[src/rtl/ysyx_23060201_ifu.sv]
// ysyx_23060201_ifu: multi-cycle instruction fetch unit.
// Owns the PC, fetches over a valid/ready memory handshake, hands words to the
// IDU over a second valid/ready handshake and absorbs EXU redirects at any time.
// Optional feature: define YSYX_23060201_IFU_ALIGN_CHK_EN to trap misaligned
// fetch PCs in a FAULT state instead of issuing them to memory.
module ysyx_23060201_ifu #(
    parameter int unsigned     XLEN     = 32,
    parameter logic [XLEN-1:0] RESET_PC = XLEN'(32'h8000_0000)
) (
    input  logic            clk,
    input  logic            rst,
    output logic            imem_req_valid,
    input  logic            imem_req_ready,
    output logic [XLEN-1:0] imem_req_addr,
    input  logic            imem_rsp_valid,
    output logic            imem_rsp_ready,
    input  logic [31:0]     imem_rsp_data,
    output logic            inst_valid,
    input  logic            inst_ready,
    output logic [31:0]     inst,
    output logic [XLEN-1:0] inst_pc,
    input  logic            redirect_valid,
    input  logic [XLEN-1:0] redirect_pc,
    output logic [XLEN-1:0] fetch_cnt,
    output logic            fault
);

    typedef enum logic [2:0] {
        S_IDLE,
        S_REQ,
        S_WAIT,
        S_HOLD,
        S_FAULT
    } state_t;

    state_t          state, state_nx;
    logic [XLEN-1:0] pc, pc_nx;
    logic            drop, drop_nx;
    logic            pend_v, pend_v_nx;
    logic [XLEN-1:0] pend_pc, pend_pc_nx;
    logic [31:0]     inst_nx;
    logic [XLEN-1:0] inst_pc_nx;
    logic [XLEN-1:0] fetch_cnt_nx;
    logic            go_req;

    // Outputs decode from state/registers only
    assign imem_req_valid = (state == S_REQ);
    assign imem_rsp_ready = (state == S_WAIT);
    assign inst_valid     = (state == S_HOLD);
    assign imem_req_addr  = pc;
`ifdef YSYX_23060201_IFU_ALIGN_CHK_EN
    assign fault          = (state == S_FAULT);
`else
    assign fault          = 1'b0;
`endif

    // State register and datapath registers
    always_ff @(posedge clk) begin
        if (rst) begin
            state     <= S_IDLE;
            pc        <= RESET_PC;
            drop      <= 1'b0;
            pend_v    <= 1'b0;
            pend_pc   <= '0;
            inst      <= '0;
            inst_pc   <= RESET_PC;
            fetch_cnt <= '0;
        end else begin
            state     <= state_nx;
            pc        <= pc_nx;
            drop      <= drop_nx;
            pend_v    <= pend_v_nx;
            pend_pc   <= pend_pc_nx;
            inst      <= inst_nx;
            inst_pc   <= inst_pc_nx;
            fetch_cnt <= fetch_cnt_nx;
        end
    end

    // Next-state, PC update and redirect bookkeeping
    always_comb begin
        state_nx     = state;
        pc_nx        = pc;
        drop_nx      = drop;
        pend_v_nx    = pend_v;
        pend_pc_nx   = pend_pc;
        inst_nx      = inst;
        inst_pc_nx   = inst_pc;
        fetch_cnt_nx = fetch_cnt;
        go_req       = 1'b0;

        case (state)
            S_IDLE: begin
                if (redirect_valid) pc_nx = redirect_pc;
                go_req = 1'b1;
            end
            S_REQ: begin
                if (imem_req_ready) begin
                    state_nx  = S_WAIT;
                    pend_v_nx = 1'b0;
                    // The accepted fetch is for the old PC; retarget and drop its response
                    if (redirect_valid) begin
                        drop_nx = 1'b1;
                        pc_nx   = redirect_pc;
                    end else if (pend_v) begin
                        drop_nx = 1'b1;
                        pc_nx   = pend_pc;
                    end
                end else if (redirect_valid) begin
                    // Address must not move before acceptance: park the target
                    pend_v_nx  = 1'b1;
                    pend_pc_nx = redirect_pc;
                end
            end
            S_WAIT: begin
                if (redirect_valid) begin
                    pc_nx = redirect_pc;
                    // A response in this same cycle closes the stale fetch itself,
                    // so no drop is left armed for the next one
                    if (imem_rsp_valid) begin
                        drop_nx = 1'b0;
                        go_req  = 1'b1;
                    end else begin
                        drop_nx = 1'b1;
                    end
                end else if (imem_rsp_valid) begin
                    if (drop) begin
                        drop_nx = 1'b0;
                        go_req  = 1'b1;
                    end else begin
                        inst_nx    = imem_rsp_data;
                        inst_pc_nx = pc;
                        state_nx   = S_HOLD;
                    end
                end
            end
            S_HOLD: begin
                if (inst_ready) fetch_cnt_nx = fetch_cnt + XLEN'(1);
                if (redirect_valid) begin
                    pc_nx  = redirect_pc;
                    go_req = 1'b1;
                end else if (inst_ready) begin
                    pc_nx  = pc + XLEN'(4);
                    go_req = 1'b1;
                end
            end
            S_FAULT: begin
`ifdef YSYX_23060201_IFU_ALIGN_CHK_EN
                if (redirect_valid) begin
                    pc_nx  = redirect_pc;
                    go_req = 1'b1;
                end
`else
                state_nx = S_IDLE;
`endif
            end
            default: state_nx = S_IDLE;
        endcase

        // Every entry into REQ funnels through here so the alignment check sees the new PC
        if (go_req) begin
            state_nx = S_REQ;
`ifdef YSYX_23060201_IFU_ALIGN_CHK_EN
            if (pc_nx[1:0] != 2'b00) state_nx = S_FAULT;
`endif
        end
    end

endmodule

[config.mk]
export PLATFORM = sky130hd
export DESIGN_NAME = ysyx_23060201_ifu
export DESIGN_NICKNAME = d
export VERILOG_FILES = /design/src/rtl/ysyx_23060201_ifu.sv
export SDC_FILE = /design/constraint.sdc
export NUM_CORES = 1
export LEC_CHECK = 0
export CORE_AREA = 8 8 148 150
export DETAILED_ROUTE_END_ITERATION = 10
export DIE_AREA = 0 0 156 158
export GPL_TIMING_DRIVEN = 1
export PLACE_DENSITY = 0.76
export SKIP_CTS_REPAIR_TIMING = 1
export SYNTH_ARGS = -nofsm -noshare
export SYNTH_HDL_FRONTEND = slang
export SYNTH_SLANG_ARGS = --single-unit
[constraint.sdc]
create_clock -name clk -period 2.2 [get_ports clk]
set_input_delay 0.66 -clock clk [delete_from_list [all_inputs] [get_ports clk]]
set_output_delay 0.66 -clock clk [all_outputs]
set_load 0.01 [all_outputs]
# After elaboration in Yosys (flattened, before gate mapping)
# Index checks and enable logic that the tools add are counted.
[word_totals]
reg_bits = 165
input_bits = 70
out_inout_bits = 132
wordCells = 75
[classes]
n_addsub = 2
eq_ne = 16
muxes = 29
bitwise = 4
reduce_logical = 15
[ops]
columns = ["op", "n"]
rows = [
  ["32-bit two-way mux", 6],
  ["32-bit case mux with 3 select lines", 1],
  ["32-bit by 1-bit adder with 32-bit output, second input constant", 1],
  ["32-bit by 3-bit adder with 32-bit output, second input constant", 1],
  ["1-bit two-way mux", 15],
  ["5-bit AND reduction", 3],
  ["3-bit two-way mux", 4],
  ["3-bit by 2-bit != test with 1-bit output, second input constant", 4],
  ["3-bit by 1-bit != test with 1-bit output, second input constant", 3],
  ["3-bit case mux with 3 select lines", 1],
  ["4-bit AND reduction", 2],
  ["3-bit by 2-bit equality test with 1-bit output, second input constant", 2],
  ["2-bit by 1-bit != test with 1-bit output, second input constant", 3],
  ["2-bit != test, second input constant", 3],
  ["2-bit OR reduction", 3],
  ["1-bit NOT", 4],
  ["2-bit AND reduction", 2],
  ["2-bit nonzero test", 2],
  ["3-bit by 1-bit equality test with 1-bit output, second input constant", 1],
  ["3-bit zero test", 1],
  ["1-bit case mux with 3 select lines", 1],
  ["3-bit AND reduction", 1],
  ["3-bit nonzero test", 1],
  ["1-bit case mux with 2 select lines", 1],
]

# Longest topological paths before layout
# Gate-level depths: netlist of run 1.
[logic_depth]
ltp_word = 6
depth_mapped = 9
depth_no_buf = 7

# Least setup slack after synthesis of run 1
# OpenSTA, ideal clock, no wires.
[synth_path]
path_kind = "register -> register"
from = "register state[0]"
to = "register pc[30] (netlist: imem_req_addr[30])"
arrival_time_ns = 2.217
slack_ns = -0.151
path_stages_with_launch = 9
path_buffers = 1
synth_period_minus_slack_ns = 2.351
path_cell_list = "dfxtp_1 > inv_1 > ha_1 > nor2_1 > a21oi_1 > or4_1 > clkbuf_1 > a2111oi_0 > nor4_1"
[synth_via]
elab_chain_len = 4
elab_cells_between_ends = 12
[synth_lines]
columns = ["item", "line", "rtl"]
rows = [
  ["from (decl)", "36", "state_t state, state_nx;"],
  ["from (signal assigned)", "69", "state <= state_nx;"],
  ["3-bit by 2-bit equality test with 1-bit output *", "--", ""],
  ["via imem_rsp_ready", "16", "output logic imem_rsp_ready,"],
  ["2-bit OR reduction (no line) *", "--", ""],
  ["2-bit by 1-bit != test with 1-bit output (no line) or 3-bit nonzero test (tied branches)", "--", ""],
  ["5-bit AND reduction (no line)", "--", ""],
  ["to (signal assigned)", "70", "pc <= pc_nx;"],
  ["to (decl)", "37", "logic [XLEN-1:0] pc, pc_nx;"],
]
# The timed path passes the listed nets; every way through them passes the cells marked *.
# A chain may end at the register's enable or synchronous reset.

# Final worst setup path of run 1
[layout_path]
from = "register pc[15] (netlist: imem_req_addr[15])"
to = "output imem_req_addr[15]"
[layout_rtl]
columns = ["item", "line", "rtl"]
rows = [
  ["to (decl)", "14", "output logic [XLEN-1:0] imem_req_addr,"],
]
# No word-level cell between the ends.

==> results of run 1 <==
power by group through the flow:
stage	Clock [mW]	Sequential (mW)	Combinational [mW]
floorplan	0	3.83	1.80
CTS	3.03	3.67	3.97
global placement	0	3.73	3.89
finish	2.98	3.71	4.07
detailed placement	0	3.73	3.94
global route	3.13	3.75	4.36
worst min-delay path, stage by stage (launching register included):
cell and delay (ns):
sky130_fd_sc_hd__dfxtp_1 0.30, sky130_fd_sc_hd__nand2_1 0.05, sky130_fd_sc_hd__a21oi_1 0.05
synth_stat cells, types with 5 or more instances:
| cell | n |
|---|---|
| sky130_fd_sc_hd__a2111oi_0 | 13 |
| sky130_fd_sc_hd__a211oi_1 | 10 |
| sky130_fd_sc_hd__a21oi_1 | 125 |
| sky130_fd_sc_hd__a221oi_1 | 6 |
| sky130_fd_sc_hd__a22oi_1 | 7 |
| sky130_fd_sc_hd__a311oi_1 | 7 |
| sky130_fd_sc_hd__a31oi_1 | 5 |
| sky130_fd_sc_hd__and3_1 | 8 |
| sky130_fd_sc_hd__and4_1 | 9 |
| sky130_fd_sc_hd__buf_2 | 8 |
| sky130_fd_sc_hd__clkbuf_1 | 57 |
| sky130_fd_sc_hd__dfxtp_1 | 164 |
| sky130_fd_sc_hd__ha_1 | 7 |
| sky130_fd_sc_hd__inv_1 | 10 |
| sky130_fd_sc_hd__mux2i_1 | 13 |
| sky130_fd_sc_hd__nand2_1 | 249 |
| sky130_fd_sc_hd__nand3_1 | 19 |
| sky130_fd_sc_hd__nand4_1 | 16 |
| sky130_fd_sc_hd__nor2_1 | 73 |
| sky130_fd_sc_hd__nor2b_1 | 15 |
| sky130_fd_sc_hd__nor3_1 | 21 |
| sky130_fd_sc_hd__nor4_1 | 23 |
| sky130_fd_sc_hd__o21ai_0 | 20 |
| sky130_fd_sc_hd__or3_1 | 7 |
| sky130_fd_sc_hd__xnor2_1 | 18 |
| sky130_fd_sc_hd__xor2_1 | 15 |
state kept, by name (all words and copies together), names as in the netlist:
signal / count
imem_req_addr: 32
pend_v: 1
inst: 32
inst_pc: 32
state: 2
pend_pc: 32
fetch_cnt: 32
drop: 1
cells by family (layout without fill, tap and decap cells):
kind of cell	Yosys count	in the layout	synth area share, %
other cells	1	2	0.0488
buf+inv	84	341	4.71
xor+xnor	33	33	3.76
flops	164	164	42.7
fa+ha+maj	7	7	1.14
simple gates	464	464	27.9
mux	15	15	1.99
compound gates	222	222	17.7
routing by layer:
layer | track usage, % | vias up
met1 | 25.3 | 3857
met5 | 0 | -
met3 | 4.50 | 38
li1 | - | 3947
met4 | 6.84 | 0
met2 | 34.1 | 356
final cells by class:
cell class | count | area share [%]
multi-input cells | 742 | 36.6
flip-flops and latches | 164 | 29.3
repair buffers | 299 | 25.5
clock buffers | 21 | 4.08
well taps | 270 | 3.00
clock inverters | 11 | 1.14
inverters | 10 | 0.333
diodes | 1 | 0.0222
metrics by stage:
stage               power [mW]  hold WS (ns)  setup TNS, ns
finish                    10.8         0.451              0
global route              11.2         0.466       -0.00236
CTS                       10.7         0.451          -1.19
detailed placement        7.67         0.442         -13.69
global placement          7.62         0.437         -11.19
floorplan                 5.63         0.432              0
how the worst max path moves through the flow:
stage,end,slack (ns)
final,imem_req_addr[15],0.03
after global routing,imem_req_addr[30],-0.002
after CTS,inst_valid,-0.33
after detailed placement,imem_req_addr[13],-0.43
after global placement,imem_req_addr[10],-0.32
after floorplan,imem_req_addr[30],0.01
==> metrics list, run 1 <==
- Layout fillers: 1,775
- The number of clock buffers added by TritonCTS is 17.
- In this run the tightest slew margin relative to its limit is 57.1%.
* Leading cell types in the layout, fill and taps excluded: sky130_fd_sc_hd__nand2_1 (248), sky130_fd_sc_hd__clkdlybuf4s50_1 (185), sky130_fd_sc_hd__dfxtp_1 (150)
- Worst slew pin tran: 0.637 ns
- The critical path starts at imem_req_addr[15].
- In the final routing, the length of wire on met1 measures 11,000 microns.
- Number of port buffers: 200
* Critical Path Stages: 2
- The cell count after synthesis came out at 990.
- The initial antenna violation count was 0.
* Sequential share of the synthesized area: 42.7%
* R2r startpoint: state[0]
- Drt via density: 5.40
- Count of H-tree levels built during CTS: 4
- Row cnt: 52
- Synthesized flop and latch total: 164
* GRT Util Overall: 20.3%
* Total die area: 24,600 sq um
* Layout Nets: 1,311
* CTS tree: built
- Footprint of the multi-input gates: 4120 sq um
- The flow ran to the end, and the final reports show no timing, DRC or antenna violations.
- Clock group share of total power: 27.7%
* Met2 layer wire length in the routed design: 12,400 microns
- Relative area change from synthesis to final layout: 46.7%
- Along the worst path, the maximum fanout reaches 6.
- The HPWL after detailed placement is 18,800 microns.
* Cell family with the largest share of critical-path delay: buffers and inverters
- For this run, the leading register cell type out of synthesis is sky130_fd_sc_hd__dfxtp_1.
- The number of cells on the worst reg-to-reg path is 8.
- The setup path with the least slack is of type flip-flop to output port.
- Final critical-path share of the clock period: 98.8%
* Routed wire per std cell: 17.0 microns
* Longest Clk Path Bufs: 2
- Global routing finished with a remaining overflow of 0.
* Post-synthesis cell area: 7680 sq um
* Register share of total power: 34.5%
- After layout, the worst setup slack is 0.0267 ns.
- After detailed routing, no signal wire sits above met4.
- Via count of the first global-routing pass: 7,758
* Cell type with the largest total area after synthesis: sky130_fd_sc_hd__dfxtp_1
- The largest single stage delay on the critical path is 0.56 ns.
- Core area: 19,700 sq um
- Leakage power of the design: 4.14 nW
- Cells taking the most area after synthesis: sky130_fd_sc_hd__dfxtp_1 (43%), sky130_fd_sc_hd__nand2_1 (12%), sky130_fd_sc_hd__a21oi_1 (8.1%)
- Share of the synthesized area in the top cell type: 42.7%
- The average instance in the mapped netlist occupies 7.76 sq um.
* Highest-delay cell along the critical path: sky130_fd_sc_hd__clkdlybuf4s50_1
* Sequential cell area: 3310 sq um
- Reg2reg setup slack: 0.10 ns
- Source-to-sink clock delay at the later pin of the worst-skew pair: 0.43 ns
- Count of buffer and inverter cells on the critical path: 2
- Clock skew on the completed layout was measured at 0.00748 ns.
- Number of violations reported at the end of detailed-routing iteration 0: 748
- Yosys mapped a number of flops with a built-in enable equal to 0.
- Warnings from Yosys: 0
- Net switching fraction of the power: 35.0%
* Internal Dissipation: 6.99 mW
* Final core utilization: 57.2%
- Final critical delay including setup and external delays: 2.17 ns
- Synthesis produced a netlist with a net count of 1,067.
* Sequence of cells on the critical path: buf_4 > clkdlybuf4s50_1
- The die is 156 microns wide.
* Count of max-cap constraint violations: 0
- Hold wc startpoint: pend_pc[18]
- Met3 routed wirelength: 2170 microns
* Critical Path AT: 1.51 ns
- Detailed routing inserted a total of 8,198 vias.
- In the routed design, unresolved DRC markers number 0.
- Layout cells sized above 1: 13.7%
- 202 I/O pins were placed.
* Final ANT Viol Nets: 0
* Power density relative to cell area: 954 nW/um^2
- Entering global routing, the biggest net connects 55 pins.
- Clk sinks: 164
* Clock tree root driver cell: sky130_fd_sc_hd__clkbuf_16
- Setup violations remaining at the end of the flow were counted as 0.
- Effective utilization at floorplan: 39.0%
- Most frequent standard cell in the layout excluding fill and tap cells: sky130_fd_sc_hd__nand2_1
- Net switching power of the design: 3.76 mW
- Crit Reg-Reg Endpoint: imem_req_addr[30]
* Worst Hold Class: flip-flop to flip-flop
- Combinational share of power: 37.8%
* Crit path launch type: flip-flop
* Placed cell areas: 10,600 sq um
- Total wire length after detailed routing: 25,900 microns
* Required time at the endpoint of the critical path: 1.54 ns
* Die Y-Extent: 158 microns
- Placed insts: 1,485
- Hold Path Sink: pend_pc[18]
- Excluding fillers, the count of instances in the completed layout stands at 1,518.
- The finished cells cover 11,300 sq um.
- The first global-routing pass estimated 40,200 microns of wire.
- Share of synthesized flip-flops with an asynchronous set or reset: 0%
- The max-slew violation count was 0.
* Clock slew at the register clock pins of the worst setup and hold paths: 0.07 ns
- The congestion estimate from routability-driven global placement came to 0.894.
- Cell depth of the worst min-delay path: 2
- Prior to clock tree synthesis, the placed netlist has a worst setup slack of -0.430 ns.
- The count of final hold-check violations is 0.
- Derived from the worst setup path, the maximum achievable clock frequency is 460 MHz.
- The first detailed-routing pass took 5 iterations.
- The worst setup path is captured at an output port.
* Post-synth cell types: 65
* Maximum VDD drop: 0.651 mV
Note: power is estimated with default switching activity, not from simulation.
==> run 2: changes to the inputs <==
--- a/config.mk
+++ b/config.mk
@@ -6,6 +6,7 @@
 export NUM_CORES = 1
 export LEC_CHECK = 0
 export CORE_AREA = 8 8 148 150
+export CTS_CLUSTER_DIAMETER = 120
 export DETAILED_ROUTE_END_ITERATION = 10
 export DIE_AREA = 0 0 156 158
 export GPL_TIMING_DRIVEN = 1
==> results of run 2 <==
No change in the layout: final DEF, timing and power equal those of run 1.
==> run 3: changes to the inputs <==
--- a/config.mk
+++ b/config.mk
@@ -5,12 +5,13 @@
 export SDC_FILE = /design/constraint.sdc
 export NUM_CORES = 1
 export LEC_CHECK = 0
-export CORE_AREA = 8 8 148 150
+export CAP_MARGIN = 20
+export CORE_AREA = 8 8 108 208
 export CTS_CLUSTER_DIAMETER = 120
 export DETAILED_ROUTE_END_ITERATION = 10
-export DIE_AREA = 0 0 156 158
+export DIE_AREA = 0 0 116 216
 export GPL_TIMING_DRIVEN = 1
-export PLACE_DENSITY = 0.76
+export PLACE_DENSITY = 0.75
 export SKIP_CTS_REPAIR_TIMING = 1
 export SYNTH_ARGS = -nofsm -noshare
 export SYNTH_HDL_FRONTEND = slang
==> run 3 against run 2 <==
Design area rose by 0.49%. Non-clock buffer count rose by 3. Flip-flop and latch count did not move. First-iteration DRC count fell by 27%. Total power rose by 2.6%. Count of clock-buffer cells in the layout fell by 3. Via count fell by 0.52%. Hold slack barely moved. Routed wire length rose by 4.4%. Worst setup slack improved by 0.017 ns. Register-to-register slack got worse by 0.04 ns. Critical path type unchanged. Highest routed layer unchanged.
==> metrics list, run 3 (same netlist as run 1, synthesis figures left out) <==
* Count of max-cap constraint violations: 0
- Largest stage delay, worst path: 0.55 ns
- Total number of vias: 8,155
- Count of buffer and inverter cells on the critical path: 2
- At the worst endpoint, the required time is 1.54 ns.
- GRT Util Overall: 21.2%
- Iteration count of the initial detailed-routing pass: 5
* GRT overflow: 0
- Routability congestion estimate from global placement: 0.920
- Pins Over Slew Limit: 0
* Layout Nets: 1,314
* Relative max-transition margin: 55.7%
- Maximum VDD drop: 0.589 mV
- Maximum operating frequency: 464 MHz
- Crit Reg-Reg Endpoint: imem_req_addr[9]
* Number of cell instances on the worst register-to-register path: 8
* Layout cells sized above 1: 13.7%
- Source-to-sink clock delay at the later pin of the worst-skew pair: 0.43 ns
- The library cells used most frequently in the layout, excluding fill and tap cells, are sky130_fd_sc_hd__nand2_1 (248), sky130_fd_sc_hd__clkdlybuf4s50_1 (183), sky130_fd_sc_hd__dfxtp_1 (156).
- Critical Path Source: imem_req_addr[18]
- After detailed routing, the total wire length is 27,000 microns.
- The detail route stage leaves a number of antenna-violating nets equal to 0.
- Power spread over the standard cell area amounts to 974 nW/um^2.
- The signal on the critical path passes through buf_4 > clkdlybuf4s50_1.
- The count of final hold-check violations was 0.
- DRC violations left: 0
* Clock tree root driver cell: sky130_fd_sc_hd__clkbuf_16
* Final core utilization: 57.4%
* Longest Clk Path Bufs: 2
- The floorplan step defined a die boundary enclosing 25,100 sq um.
- In this run, CTS created clock tree buffers numbering 17.
- Setup violators final: 0
- The worst setup path is captured at an output port.
* Placed wire-length estimate: 20,100 microns
- Global-route wire length before repair: 41,500 microns
- The initial antenna violation count was 0.
* Clock slew at the register clock pins of the worst setup and hold paths: 0.07 ns
- Most frequent standard cell in the layout excluding fill and tap cells: sky130_fd_sc_hd__nand2_1
- The clock tree synthesis step divided the H-tree into 4 levels.
- TritonCTS built the clock tree.
- STA classifies the critical path startpoint as a flip-flop.
- Placed insts: 1,479
- Die Y-Extent: 216 microns
- Routed wire per std cell: 17.9 microns
- The clock drives 164 sinks.
- CP max FO: 8
- # diodes: 0
- Critical Path AT: 1.50 ns
* Highest-delay cell along the critical path: sky130_fd_sc_hd__clkdlybuf4s50_1
- I/O pin total: 202
- Class of the most critical setup path: flip-flop to output port
- Reg2reg setup slack: 0.06 ns
- The run finished with clean final reports.
- Via count of the first global-routing pass: 7,968
- The most critical setup path has its endpoint at imem_req_addr[18].
- Number of port buffers: 200
- Row generation in the floorplan step produced 73 rows.
- Effective utilization at floorplan: 39.0%
* Leakage power of the design: 4.21 nW
- Prior to clock tree synthesis, the placed netlist has a worst setup slack of -0.431 ns.
- In the final timing run, aggregate negative setup slack is 0 ns.
* Worst clock skew: 0.0105 ns
* Maximum number of pins on one net before global-route repair: 64
- Of the available clock period, the critical path in the final layout requires 98.0%.
* Worst Hold Class: flip-flop to flip-flop
* Number of violations reported at the end of detailed-routing iteration 0: 549
- The startpoint identified for the worst register-to-register timing path is state[0].
* Final Total Pwr: 11.0 mW
- Compared with the post-synthesis result, the final layout area differs by 47.4%.
* Core area: 19,700 sq um
- Die Width: 116 microns
* Layout fillers: 1,804
- For the pin with the worst max-slew slack, the measured transition is 0.658 ns.
* Cell family with the largest share of critical-path delay: buffers and inverters
- Critical Path Stages: 2
* Non-filler cells in the finished layout: 1,511
* Final critical delay including setup and external delays: 2.16 ns
- Setup slack on the critical path of the routed design comes to 0.0440 ns.
- Drt via density: 5.40
[run 3: cell types whose count changed in the layout (fill, tap and decap cells not counted), moves of 4 or more]
cell	change
sky130_fd_sc_hd__dfxtp_1	+6
sky130_fd_sc_hd__dfxtp_2	-5
sky130_fd_sc_hd__a2111oi_0	+4
sky130_fd_sc_hd__a2111oi_1	-4
[run 3: layer usage]
metal / vias to the layer above / global-route usage, % / routed length [microns] / part of all wire (%)
met5: - / 0 / 0 / 0
met4: 0 / 13.0 / 1200 / 4.4
met3: 73 / 3.75 / 1360 / 5.0
met2: 288 / 39.0 / 14800 / 55
met1: 3837 / 21.1 / 9660 / 36
li1: 3957 / - / - / -
[run 3: worst min path at each step]
| stage | start | cells after the start | end |
|---|---|---|---|
| floorplan | pend_pc[14] | 2 | pend_pc[14] |
| global placement | pend_pc[19] | 2 | pend_pc[19] |
| detailed placement | pend_pc[15] | 2 | pend_pc[15] |
| CTS | pend_pc[15] | 2 | pend_pc[15] |
| global route | pend_pc[15] | 2 | pend_pc[15] |
| finish | pend_pc[26] | 2 | pend_pc[26] |
[run 3: cell type report]
| class | instances | area (sq um) | area share [%] |
|---|---|---|---|
| Clock inverter | 13 | 183 | 1.61 |
| Multi-Input combinational cell | 742 | 4140 | 36.6 |
| Inverter | 10 | 37.5 | 0.331 |
| Sequential cell | 164 | 3300 | 29.1 |
| Clock buffer | 18 | 439 | 3.88 |
| Timing Repair Buffer | 302 | 2900 | 25.6 |
| Tap cell | 262 | 328 | 2.89 |
[run 3: where the power goes]
part / leakage, nW / internal [mW] / switching (mW)
Clock: 0.306 / 1.92 / 1.24
Combinational: 2.57 / 1.97 / 2.26
Sequential: 1.33 / 3.34 / 0.302
Total: 4.21 / 7.23 / 3.81
[run 3: worst min-delay path: stages, from the launching register on]
cell and delay [ns]:
sky130_fd_sc_hd__dfxtp_1 0.31, sky130_fd_sc_hd__nand2_1 0.05, sky130_fd_sc_hd__a21oi_1 0.05
[run 3: per-stage QoR]
step           area (sq um)  hold WS (ns)
6_report              11300         0.451
5_1_grt               11300         0.463
4_1_cts               11200         0.452
3_5_place_dp          10600         0.442
3_3_place_gp          10600         0.437
2_1_floorplan          7700         0.432
